[config.mk]
export PLATFORM = sky130hd
export DESIGN_NAME = mem_read_arbiter
export DESIGN_NICKNAME = d
export VERILOG_FILES = /design/src/rtl/mem_read_arbiter.sv
export SDC_FILE = /design/constraint.sdc
export NUM_CORES = 1
export LEC_CHECK = 0
export ABC_AREA = 1
export BUFFER_PORTS_ARGS = -buffer_cell sky130_fd_sc_hd__buf_2
export CAP_MARGIN = 20
export CORE_AREA = 2 2 222 224
export CTS_CLUSTER_SIZE = 24
export DETAILED_ROUTE_END_ITERATION = 8
export DIE_AREA = 0 0 224 226
export SLEW_MARGIN = 30
export SYNTH_ARGS = -nofsm -noshare
export SYNTH_HDL_FRONTEND = slang
export SYNTH_SLANG_ARGS = --single-unit
[constraint.sdc]
create_clock -name cpu_clk -period 2.1 [get_ports cpu_clk]
set_input_delay 0.42 -clock cpu_clk [delete_from_list [all_inputs] [get_ports cpu_clk]]
set_output_delay 0.42 -clock cpu_clk [all_outputs]
set_load 0.01 [all_outputs]
[src/rtl/mem_read_arbiter.sv]
// Round-robin arbiter sharing one memory read channel between ICache and DCache refills.
// Latency: issues a request one cycle after it is latched; rvalid and rdata pass through with no added cycles.
// Backpressure: each port takes one outstanding request (x_rrdy = !pending); a request is issued only when dev_rrdy=1 in IDLE.
module mem_read_arbiter #(
    parameter int ADDR_W = 32,
    parameter int BLK_W  = 128,
    parameter int CNT_W  = 32
) (
    input  logic              cpu_clk,
    input  logic              cpu_rstn,
    input  logic [3:0]        i_ren,
    input  logic [ADDR_W-1:0] i_raddr,
    output logic              i_rrdy,
    output logic              i_rvalid,
    output logic [BLK_W-1:0]  i_rdata,
    input  logic [3:0]        d_ren,
    input  logic [ADDR_W-1:0] d_raddr,
    output logic              d_rrdy,
    output logic              d_rvalid,
    output logic [BLK_W-1:0]  d_rdata,
    input  logic              dev_rrdy,
    output logic [3:0]        dev_ren,
    output logic [ADDR_W-1:0] dev_raddr,
    input  logic              dev_rvalid,
    input  logic [BLK_W-1:0]  dev_rdata,
    output logic [CNT_W-1:0]  i_grant_cnt,
    output logic [CNT_W-1:0]  d_grant_cnt
);

    typedef enum logic {S_IDLE, S_WAIT} state_t;
    localparam logic PORT_I = 1'b0;
    localparam logic PORT_D = 1'b1;

    state_t             r_state;
    logic               r_grant;
    logic               r_last_grant;
    logic               r_pend_i;
    logic               r_pend_d;
    logic [3:0]         r_ren_i;
    logic [3:0]         r_ren_d;
    logic [ADDR_W-1:0]  r_raddr_i;
    logic [ADDR_W-1:0]  r_raddr_d;
    logic [3:0]         r_dev_ren;
    logic [ADDR_W-1:0]  r_dev_raddr;
    logic [CNT_W-1:0]   r_i_cnt;
    logic [CNT_W-1:0]   r_d_cnt;

    logic               w_win;
    logic               w_i_cmpl;
    logic               w_d_cmpl;

    // A lone pending port wins outright; on a tie the port that was not served last wins.
    always_comb begin
        w_win = r_pend_d;
        if (r_pend_i && r_pend_d) begin
            w_win = ~r_last_grant;
        end
    end

    assign w_i_cmpl = (r_state == S_WAIT) && dev_rvalid && (r_grant == PORT_I);
    assign w_d_cmpl = (r_state == S_WAIT) && dev_rvalid && (r_grant == PORT_D);

    always_ff @(posedge cpu_clk or negedge cpu_rstn) begin
        if (!cpu_rstn) begin
            r_pend_i  <= 1'b0;
            r_ren_i   <= '0;
            r_raddr_i <= '0;
        end else if (w_i_cmpl) begin
            r_pend_i  <= 1'b0;
        end else if ((i_ren != 4'd0) && !r_pend_i) begin
            r_pend_i  <= 1'b1;
            r_ren_i   <= i_ren;
            r_raddr_i <= i_raddr;
        end
    end

    always_ff @(posedge cpu_clk or negedge cpu_rstn) begin
        if (!cpu_rstn) begin
            r_pend_d  <= 1'b0;
            r_ren_d   <= '0;
            r_raddr_d <= '0;
        end else if (w_d_cmpl) begin
            r_pend_d  <= 1'b0;
        end else if ((d_ren != 4'd0) && !r_pend_d) begin
            r_pend_d  <= 1'b1;
            r_ren_d   <= d_ren;
            r_raddr_d <= d_raddr;
        end
    end

    always_ff @(posedge cpu_clk or negedge cpu_rstn) begin
        if (!cpu_rstn) begin
            r_state      <= S_IDLE;
            r_grant      <= PORT_I;
            r_last_grant <= PORT_I;
            r_dev_ren    <= '0;
            r_dev_raddr  <= '0;
            r_i_cnt      <= '0;
            r_d_cnt      <= '0;
        end else begin
            case (r_state)
                S_IDLE: begin
                    r_dev_ren <= '0;
                    if ((r_pend_i || r_pend_d) && dev_rrdy) begin
                        r_grant <= w_win;
                        r_state <= S_WAIT;
                        if (w_win == PORT_D) begin
                            r_dev_ren   <= r_ren_d;
                            r_dev_raddr <= r_raddr_d;
                            if (r_d_cnt != '1) r_d_cnt <= r_d_cnt + CNT_W'(1);
                        end else begin
                            r_dev_ren   <= r_ren_i;
                            r_dev_raddr <= r_raddr_i;
                            if (r_i_cnt != '1) r_i_cnt <= r_i_cnt + CNT_W'(1);
                        end
                    end
                end
                S_WAIT: begin
                    // Enable is a single-cycle pulse; the address stays up until data returns.
                    r_dev_ren <= '0;
                    if (dev_rvalid) begin
                        r_last_grant <= r_grant;
                        r_dev_raddr  <= '0;
                        r_state      <= S_IDLE;
                    end
                end
                default: r_state <= S_IDLE;
            endcase
        end
    end

    assign i_rrdy      = ~r_pend_i;
    assign d_rrdy      = ~r_pend_d;
    assign i_rvalid    = w_i_cmpl;
    assign d_rvalid    = w_d_cmpl;
    assign i_rdata     = dev_rdata;
    assign d_rdata     = dev_rdata;
    assign dev_ren     = r_dev_ren;
    assign dev_raddr   = r_dev_raddr;
    assign i_grant_cnt = r_i_cnt;
    assign d_grant_cnt = r_d_cnt;

endmodule
# [Word-level counts from Yosys, hierarchy flattened]
# Index checks and enable logic that the tools add are counted.
[word_totals] wordCells=63 in_bits=204 mem_bits_rw=0 memories=0 romBits=0 latchBits=0 output_inout_bits=360 ff_bits=177
[classes] n_bitwise=8 muxes=15 shift=0 reduce_logical=21 mul=0 n_eq_ne=4 n_lt_le_gt_ge=0 n_addsub=2 n_div=0
[ops] cell="2-to-1 mux 32 bit" n=3
[ops] cell="adder 32 x 1 -> 32 bit, second input constant" n=2
[ops] cell="inequality test 32 bit, second input constant" n=2
[ops] cell="one-hot mux 32 bit (2 select lines)" n=1
[ops] cell="AND reduction 2 bit" n=5
[ops] cell="2-to-1 mux 4 bit" n=2
[ops] cell="NOT 1 bit" n=8
[ops] cell="one-hot mux 4 bit (2 select lines)" n=1
[ops] cell="AND reduction 4 bit" n=2
[ops] cell="nonzero test 4 bit" n=2
[ops] cell="logical AND 1 bit" n=7
[ops] cell="2-to-1 mux 1 bit" n=7
[ops] cell="inequality test 2 bit, second input constant" n=2
[ops] cell="nonzero test 2 bit" n=2
[ops] cell="logical NOT 1 bit" n=2
[ops] cell="one-hot mux 1 bit (2 select lines)" n=1
[ops] cell="logical OR 1 bit" n=1

# [Logic depth before layout (Yosys ltp)]
# Gate-level depths: netlist of run 1.
[depth] ltp_word=5 ltp_mapped=11 ltp_nobuf=10

# [Least setup slack after synthesis of run 1]
# OpenSTA, ideal clock, no wires.
[synth_timing] path_type="register to register" startpoint="reg r_i_cnt[0] (netlist: i_grant_cnt[0])" endpoint="reg r_i_cnt[12] (netlist: i_grant_cnt[12])" required_time_ps=1984 path_stages_with_launch=12 period_less_slack_ps=1732 setup_slack_ps=368 t_arrival_ps=1616 setup_ps=116 path_buffers=1 cell_sequence="dfrtp_1 > ha_1 > inv_1 > nor2_8 > nand2_4 > nor2_4 > nand2_4 > nand2_2 > nor2_4 > buf_6 > nand2_1 > nand2_1"
[synth_between] elab_chain_len=2 elab_cells_between_ends=3 cone_classes="add/sub: 1; eq/ne: 1; reduce/logical: 1"
[synth_rtl] element="start: declaration" line="45" source="logic [CNT_W-1:0] r_i_cnt;"
[synth_rtl] element="start signal: assignment" line="114" source="if (r_i_cnt != '1) r_i_cnt <= r_i_cnt + CNT_W'(1);"
[synth_rtl] element="branches (longest 2 deep; another with adder 32 x 1 -> 32 bit)"
# Several ways; the timed one is not identified.
# A chain may end at the register's enable or synchronous reset.

# [Final worst setup path of run 1]
[layout_timing] startpoint="reg r_i_cnt[1] (netlist: i_grant_cnt[1])" endpoint="reg r_i_cnt[3] (netlist: i_grant_cnt[3])"
# Same word-level chain as after synthesis.

==> results of run 1 <==
[cells by family after synthesis]
kind of cell,Yosys count,synth area share
flops,177,0.409
buf+inv,400,0.236
compound gates,116,0.0577
xor+xnor,31,0.0251
fa+ha+maj,2,0.00231
simple gates,703,0.270
[per-layer routing]
metal	GRT usage	vias up	share of wire
li1	-	4006	-
met1	0.148	3855	0.43
met2	0.173	390	0.42
met3	0.0675	90	0.11
met4	0.0585	6	0.033
met5	0.00196	-	0.0011
[placed cells by master, fill, tap and decap left out, types with 9 or more instances in the layout]
master / instances
nand3b_1: 26
buf_2: 178
xor2_1: 19
clkbuf_16: 17
o21ai_0: 77
dfrtp_1: 177
a31oi_1: 31
nor2_1: 136
nand4_1: 9
nand2_1: 494
xnor2_1: 12
nand3_1: 10
inv_1: 105
[registers in the layout (all words and copies together) (netlist names)]
signal,cells
d_grant_cnt,32
dev_raddr,32
dev_ren,4
i_grant_cnt,32
r_grant,1
r_last_grant,1
r_pend_d,1
r_pend_i,1
r_raddr_d,32
r_raddr_i,32
r_ren_d,4
r_ren_i,4
r_state,1
[worst min-delay path by stage]
stage               startpoint        endpoint  slack [ps]  cells after the start
floorplan             cpu_rstn  d_grant_cnt[0]         120                      0
global placement      cpu_rstn   r_raddr_i[31]         450                      2
detailed placement    cpu_rstn   dev_raddr[31]         450                      2
CTS                 dev_rvalid         r_state          60                      2
global route        dev_rvalid         r_state         110                      2
finish              dev_rvalid         r_state         100                      2
[critical path, stage by stage (launching register included)]
cell	delay, ps
dfrtp_1	420
ha_1	230
inv_1	170
nor2_8	80
nand2_4	90
nor2_4	50
nand2_4	100
nand2_2	110
nor2_4	330
nand2_1	110
nand2_1	70
[area by class of cell]
class,instances,share of cell area
timing repair buffer,195,0.0996
sequential,177,0.397
multi-input combinational,853,0.346
clock buffer,17,0.0381
inverter,108,0.0365
clock inverter,15,0.0129
antenna,1,0.000224
tap,622,0.0697
[per-stage QoR]
step / hold slack (ps) / setup slack, ps
floorplan: 124 / 368
CTS: 61.3 / 127
global route: 109 / 53.0
detailed placement: 450 / 145
global placement: 448 / 207
finish: 104 / 266
[power breakdown]
part / internal (uW) / leakage [uW] / switching [uW] / total [uW]
clock network: 1660 / 0.000284 / 1600 / 3260
logic: 1150 / 0.00314 / 1880 / 3030
registers: 4490 / 0.00227 / 686 / 5180
[what timing repair did]
item | 4_1_cts | 5_1_grt
hold endpoints to repair | 69 | 0
hold buffers | 1 | 0
resized for setup | 0 | 1
setup endpoints to repair | 0 | 22
==> impl_metrics.json, run 1 <==
{
  "yosysMostFrequentCell": "nand2_1",
  "overflow": 0,
  "grt_start_max_net_pins": 109,
  "place_area_sq_um": 10600,
  "path_class": "register to register",
  "synth_cells": 1429,
  "final_util": 0.231,
  "grt_pass1_wl_microns": 46800,
  "final.setup.tns_ps": 0,
  "cts_setup_buffers": 0,
  "insertion_delay_ps": 500,
  "clock-root-buffer": "clkbuf_16",
  "tightestPinTransition_ps": 725,
  "maxCapViolations": 0,
  "cts.path.max_buffers": 2,
  "nets": 1558,
  "antenna_found_initial": 4,
  "h-tree-depth": 4,
  "synthFlopType": "dfrtp_1",
  "r2r_slack_ps": 270,
  "worstPathMaxFanout": 14,
  "clkSinkCount": 177,
  "multi_input_comb_area_sq_um": 3870,
  "r2r-end": "i_grant_cnt[3]",
  "synth.avg_cell_area_sq_um": 7.58,
  "endpoint": "i_grant_cnt[3]",
  "final_cells": 1988,
  "synth_top_area_share": 0.409,
  "io_pins": 564,
  "maxSlewViolCount": 0,
  "dieArea_sq_um": 50600,
  "ant_nets": 0,
  "ir_drop_uv": 603,
  "power.leakage_uw": 0.00570,
  "drive_gt1_frac": 0.186,
  "required_ps": 2530,
  "synth_common_cells": "nand2_1 (494), buf_4 (257), dfrtp_1 (177)",
  "slew_headroom": 0.516,
  "ys_ff_latch": 177,
  "drt_iter0_drc": 472,
  "start_util": 0.224,
  "grt_pass1_vias": 8259,
  "hold_viol_final": 0,
  "dpl.hpwl_microns": 22200,
  "arrival_ps": 2270,
  "synth_edf_count": 0,
  "dr.pass1.iters": 5,
  "period_share": 0.873,
  "rows": 81,
  "ys_types": 29,
  "num_vias": 8347,
  "ys_async_sr_fraction": 1.00,
  "setup_viol": 0,
  "synth.cell_area_sq_um": 10800,
  "avgRoutedWirePerCell_microns": 15.1,
  "rr_startpoint": "i_grant_cnt[1]",
  "via_per_inst": 4.20,
  "drc_errors": 0,
  "hold_class": "primary input to register",
  "critPathLaunchType": "register",
  "die_y_microns": 226,
  "dieWidth_microns": 224,
  "p_total_uw": 11500,
  "rsz0062_at_grt": "no",
  "regArea_sq_um": 4430,
  "cts_made_buffers": 17,
  "yosysSeqAreaShare": 0.409,
  "critPathLaunch": "i_grant_cnt[1]",
  "grt_usage": 0.122,
  "totalWireLength_microns": 30000,
  "core_area_sq_um": 48300,
  "clk_transition_reported_paths_ps": 80,
  "cellPowerDensity_nw_per_um2": 1030,
  "placedCellCount": 1953,
  "fin_skew_ps": 12.8,
  "period_needed_ps": 1830,
  "area_growth_pct": 3.07,
  "finalWeightedCongestion": 0.899,
  "final_cell_area_sq_um": 11200,
  "fill_cells": 5378,
  "synthTopCellsByArea": "dfrtp_1 (41%), buf_4 (18%), nand2_1 (17%)",
  "synth.net_count": 1635,
  "tritoncts": "yes",
  "fmax_ghz": 0.545,
  "yosys_warnings": 0,
  "portBuffers": 179,
  "r2r_cells": 10,
  "outcome": "finished clean",
  "synth_top_area_cell": "dfrtp_1",
  "end_kind": "register"
}
No activity file was read; power rests on OpenSTA's default activity.
==> inputs of run 2 (changes only) <==
==> constraint.sdc (replaced) <==
create_clock -name cpu_clk -period 1.75 [get_ports cpu_clk]
set_input_delay 0.35 -clock cpu_clk [delete_from_list [all_inputs] [get_ports cpu_clk]]
set_output_delay 0.35 -clock cpu_clk [all_outputs]
set_load 0.01 [all_outputs]
==> run 2 against run 1 <==
First-iteration DRC count up 1.9%; routed wire length is 3.6% higher; worst hold slack got worse by 35 ps; die area did not move; clock power grew 17%; critical path depth stayed put; sequential cell count is the same; worst setup slack lost 150 ps; global-route usage increased by 0.49 points.
==> impl_metrics.json, run 2 (synthesized netlist as in run 1, its figures left out) <==
{
  "ir_drop_uv": 1070,
  "antenna_found_initial": 6,
  "fmax_ghz": 0.611,
  "cts.path.max_buffers": 2,
  "via_per_inst": 4.14,
  "totalWireLength_microns": 31100,
  "cts_made_buffers": 17,
  "min_path_cells": 2,
  "start_util": 0.224,
  "clock-root-buffer": "clkbuf_16",
  "maxCapViolations": 0,
  "dieWidth_microns": 224,
  "dpl.hpwl_microns": 23300,
  "tritoncts": "yes",
  "grt_usage": 0.127,
  "portBuffers": 179,
  "drive_gt1_frac": 0.227,
  "maxSlewViolCount": 0,
  "power.leakage_uw": 0.00602,
  "die_y_microns": 226,
  "core_area_sq_um": 48300,
  "rows": 81,
  "worstPathMaxFanout": 24,
  "end_kind": "register",
  "dr.pass1.iters": 7,
  "slew_headroom": 0.736,
  "finalWeightedCongestion": 0.864,
  "nets": 1619,
  "avgRoutedWirePerCell_microns": 15.2,
  "area_growth_pct": 8.30,
  "final.setup.tns_ps": 0,
  "p_total_uw": 14000,
  "required_ps": 2130,
  "tightestPinTransition_ps": 396,
  "path_class": "register to register",
  "hold_viol_final": 0,
  "ant_nets": 0,
  "grt_start_max_net_pins": 65,
  "r2r_cells": 10,
  "fin_skew_ps": 16.8,
  "clk_transition_reported_paths_ps": 70,
  "arrival_ps": 2020,
  "grt_pass1_wl_microns": 48500,
  "hold_class": "primary input to register",
  "grt_pass1_vias": 8636,
  "h-tree-depth": 4,
  "insertion_delay_ps": 500,
  "drt_iter0_drc": 481,
  "rsz0062_at_grt": "yes",
  "period_needed_ps": 1640,
  "critPathLaunchType": "register",
  "overflow": 0,
  "dieArea_sq_um": 50600,
  "drc_errors": 0,
  "outcome": "finished clean",
  "setup_viol": 0,
  "cellPowerDensity_nw_per_um2": 1190,
  "io_pins": 564,
  "period_share": 0.935,
  "final_cell_mix": "nand2_1 (493), buf_2 (178), dfrtp_1 (172), nor2_1 (132), inv_1 (104)",
  "num_vias": 8484,
  "final_common_cell": "nand2_1",
  "clkSinkCount": 177
}
==> run 2: cell count changes in the layout (fill, tap and decap cells not counted), sizes merged <==
cell | previous run | this run
diode | 1 | 2
buf | 194 | 254
clkinvlp | 1 | 2
inv | 116 | 113
clkinv | 5 | 2
clkbuf | 17 | 21
==> run 2: where the power goes <==
part | internal (uW) | switching (uW) | total (uW)
Clock | 1960 | 1860 | 3820
Sequential | 5390 | 802 | 6200
Combinational | 1600 | 2400 | 4000
Total | 8960 | 5060 | 14000
==> run 2: worst paths after layout <==
path | endpoint | slack (ps) | startpoint
max | d_grant_cnt[29] | 110 | d_grant_cnt[1]
min reg2reg | r_raddr_i[21] | 480 | r_raddr_i[21]
max in group asynchronous | d_grant_cnt[12] | 820 | cpu_rstn
min in group asynchronous | r_raddr_i[8] | 260 | cpu_rstn
min | r_state | 70 | dev_rvalid
max reg2reg | d_grant_cnt[29] | 110 | d_grant_cnt[1]
==> run 2: area by class of cell <==
cell class                      instances  area (sq um)
Clock inverter                         10           105
Tap cell                              622           778
Fill cell                            5286         36600
Antenna cell                            2          5.00
Multi-Input combinational cell        853          3910
Inverter                              108           413
Clock buffer                           20           437
Timing Repair Buffer                  256          1650
Sequential cell                       177          4440
==> run 2: timing repair <==
action | CTS | global route
setup endpoints to repair | 27 | 55
cloned | 1 | 1
gates resized for setup | 1 | 18
hold endpoints to repair | 66 | 0
pin swaps | 2 | 2
setup buffers | 4 | 0
hold buffers | 1 | 0
==> run 2: stage by stage <==
step                      setup WS [ps]   util  std cells  cell area (sq um)  hold slack, ps
after detailed placement           -120  0.229       2009              11000             208
after global routing              -12.0  0.243       2046              11700            65.2
final                               114  0.243       2048              11700            68.3
after global placement            -50.1  0.229       2009              11000             208
after floorplan                    17.7      -       1429              10800            54.4
after CTS                          26.3  0.241       2045              11700            27.4
==> run 2: critical path: stages (launching register included) <==
cell	delay [ps]
dfrtp_1	420
ha_4	160
nand3_2	100
inv_4	110
nand2_4	70
nor2_4	150
nand2_4	120
nand2_8	140
inv_6	90
nand2_1	90
nand2_1	50
==> run 2: metal layers <==
metal | up-vias | wire, microns | GRT usage
met1 | 3865 | 12900 | 0.149
met4 | 6 | 1050 | 0.0647
met3 | 87 | 3530 | 0.0665
li1 | 4125 | - | -
met5 | - | 32 | 0.00196
met2 | 401 | 13500 | 0.187
==> inputs of run 3 (changes only) <==
--- a/config.mk
+++ b/config.mk
@@ -5,13 +5,13 @@
 export SDC_FILE = /design/constraint.sdc
 export NUM_CORES = 1
 export LEC_CHECK = 0
-export ABC_AREA = 1
 export BUFFER_PORTS_ARGS = -buffer_cell sky130_fd_sc_hd__buf_2
 export CAP_MARGIN = 20
-export CORE_AREA = 2 2 222 224
+export CORE_AREA = 2 2 218 220
 export CTS_CLUSTER_SIZE = 24
 export DETAILED_ROUTE_END_ITERATION = 8
-export DIE_AREA = 0 0 224 226
+export DIE_AREA = 0 0 220 222
+export SKIP_LAST_GASP = 1
 export SLEW_MARGIN = 30
 export SYNTH_ARGS = -nofsm -noshare
 export SYNTH_HDL_FRONTEND = slang
==> run 3 against run 2 <==
The run now ends with negative setup slack left; worst setup slack got worse by 160 ps; via count decreased by 22%; power increased by 5.9%; fmax decreased by 9.1%; final area decreased by 3.3%; worst hold slack improved by 30 ps; core utilization increased by 0.24 points; sequential share of layout area increased by 1.3 points; non-clock buffer count increased by 57; global-route usage increased by 1.8 points; sequential cell count unchanged; largest cell class unchanged.
==> impl_metrics.json, run 3 <==
{
  "worstPathMaxFanout": 5,
  "synth_top_area_share": 0.462,
  "fin_skew_ps": 15.1,
  "hold_viol_final": 0,
  "cts.path.max_buffers": 2,
  "fill_cells": 4948,
  "place_area_sq_um": 10200,
  "grt_pass1_wl_microns": 49700,
  "ys_types": 41,
  "ys_ff_latch": 177,
  "dieWidth_microns": 220,
  "num_vias": 6582,
  "final_cell_area_sq_um": 11300,
  "holdWs_ps": 98.8,
  "final_cell_mix": "buf_2 (176), dfrtp_1 (173), buf_4 (109), mux2_2 (72), nand2_1 (61)",
  "critPathLaunch": "i_grant_cnt[17]",
  "ir_drop_uv": 733,
  "outcome": "complete, but fails checks",
  "synth_top_area_cell": "dfrtp_1",
  "pre_cts_slack_ps": -137,
  "antenna_found_initial": 3,
  "start_util": 0.207,
  "grt_pass1_vias": 6802,
  "end_kind": "register",
  "cp_cell_sequence": "and3_1 > nand4_1 > nor4_2 > buf_4 > nor3b_2 > xor2_1",
  "io_pins": 564,
  "insertion_delay_ps": 480,
  "tritoncts": "yes",
  "synth.avg_cell_area_sq_um": 10.8,
  "via_per_inst": 4.22,
  "rows": 79,
  "grt_usage": 0.145,
  "power.leakage_uw": 0.00538,
  "drc_errors": 0,
  "fmax_ghz": 0.556,
  "power.switching_uw": 4660,
  "p_seq_frac": 0.421,
  "dpl.hpwl_microns": 29200,
  "synth.cell_area_sq_um": 9590,
  "maxSlewViolCount": 0,
  "drive_gt1_frac": 0.502,
  "core_area_sq_um": 46300,
  "pwr-share-clk": 0.271,
  "synth.net_count": 1094,
  "synth_cells": 888,
  "final_util": 0.245,
  "max_stage_delay_ps": 410,
  "yosys_warnings": 0,
  "synthTopCellsByArea": "dfrtp_1 (46%), buf_4 (20%), mux2_2 (8.7%)",
  "portBuffers": 179,
  "synth_edf_count": 0,
  "path_class": "register to register",
  "setup_viol": 11,
  "period_share": 1.03,
  "arrival_ps": 2190,
  "ys_async_sr_fraction": 1.00,
  "required_ps": 2140,
  "overflow": 0,
  "clk_transition_reported_paths_ps": 70,
  "rr_startpoint": "i_grant_cnt[17]",
  "synth_common_cells": "buf_4 (257), dfrtp_1 (177), mux2_2 (74)",
  "r2r-end": "i_grant_cnt[31]",
  "tightestPinTransition_ps": 550,
  "hold_class": "primary input to register",
  "slew_headroom": 0.634,
  "nets": 1143,
  "clkSinkCount": 177,
  "yosysSeqAreaShare": 0.462,
  "die_y_microns": 222,
  "critPathLaunchType": "register",
  "switching_share": 0.314,
  "drt_iter0_drc": 284,
  "final_common_cell": "buf_2",
  "synthFlopType": "dfrtp_1",
  "totalWireLength_microns": 36300,
  "cellPowerDensity_nw_per_um2": 1310,
  "r2r_slack_ps": -50,
  "grt_start_max_net_pins": 45,
  "area_growth_pct": 18.2,
  "ant_nets": 0,
  "endpoint": "i_grant_cnt[31]",
  "rsz0062_at_grt": "yes",
  "violations": "negative setup slack",
  "avgRoutedWirePerCell_microns": 23.3,
  "dieArea_sq_um": 48800,
  "period_needed_ps": 1800,
  "critPathSlowestCell": "dfrtp_1",
  "h-tree-depth": 4,
  "power_frac_comb": 0.309,
  "r2r_cells": 6,
  "p_int_uw": 10200,
  "dr.pass1.iters": 4,
  "fin_ws_ps": -49.0,
  "yosysMostFrequentCell": "buf_4",
  "cts_made_buffers": 17,
  "finalWeightedCongestion": 0.810,
  "final.setup.tns_ps": -160,
  "clock-root-buffer": "clkbuf_16",
  "maxCapViolations": 0
}
run 3: cell count changes after synthesis, sizes merged, moves of 24 or more:
cell | previous run | this run
nor2 | 144 | 15
o21ai | 82 | 34
xnor2 | 12 | 36
nand2 | 506 | 66
mux2 | 0 | 74
a31oi | 31 | 0
mux2i | 0 | 32
nand3b | 26 | 0
inv | 108 | 7
run 3: worst min-delay path by stage:
stage           startpoint  slack (ps)  cells after the start             end
2_1_floorplan     cpu_rstn          50                      0  d_grant_cnt[0]
3_3_place_gp      cpu_rstn         280                      1   dev_raddr[17]
3_5_place_dp      cpu_rstn         280                      1   dev_raddr[17]
4_1_cts        i_raddr[11]          50                      2   r_raddr_i[11]
5_1_grt         d_raddr[3]          80                      2    r_raddr_d[3]
6_report       i_raddr[11]         100                      2   r_raddr_i[11]
run 3: metal layers:
| metal | routed length, microns | GRT usage |
|---|---|---|
| met4 | 368 | 0.0323 |
| met3 | 6650 | 0.129 |
| met2 | 18000 | 0.243 |
| met5 | 171 | 0.0293 |
| met1 | 11100 | 0.126 |
run 3: kinds of logic after synthesis:
kind of cell	Yosys count	share of synthesized area
AND/OR/NAND/NOR	206	0.115
AO/OA/AOI/OAI	45	0.0271
flip-flops	177	0.462
multiplexers	106	0.120
adder cells (fa/ha/maj)	2	0.00261
buffers and inverters	290	0.217
XOR/XNOR	62	0.0566
run 3: through the flow:
step / power (uW) / instances
floorplan: 9290 / 888
global placement: 10400 / 1506
detailed placement: 10600 / 1506
CTS: 14700 / 1539
global route: 15700 / 1557
finish: 14800 / 1558
run 3: power groups by stage:
stage	registers, uW	clock network, uW	logic [uW]
floorplan	6430	0	2850
global placement	6220	0	4220
detailed placement	6290	0	4310
CTS	6220	4160	4350
global route	6430	4300	5020
finish	6250	4020	4580
run 3: critical path, delay by kind of cell (launching register included):
family,cells,cell delay [ps]
buf+inv,1,190
xor+xnor,1,160
flops,1,410
simple gates,4,950
run 3: timing repair:
action	CTS	global route
pin swaps	4	28
gates resized for setup	20	60
gates cloned	0	2
endpoints found under the setup margin	46	66
setup buffers	1	16
hold buffers	1	0
endpoints found under the hold margin	28	0
run 3: layout make-up:
type	count	area, sq um	area share
multi-input cells	421	3410	0.300
inverters	7	26.3	0.00232
well taps	607	759	0.0670
clock buffers	20	447	0.0394
repair buffers	313	2110	0.186
diodes	1	2.50	0.000221
clock inverters	12	159	0.0140
flip-flops and latches	177	4430	0.391
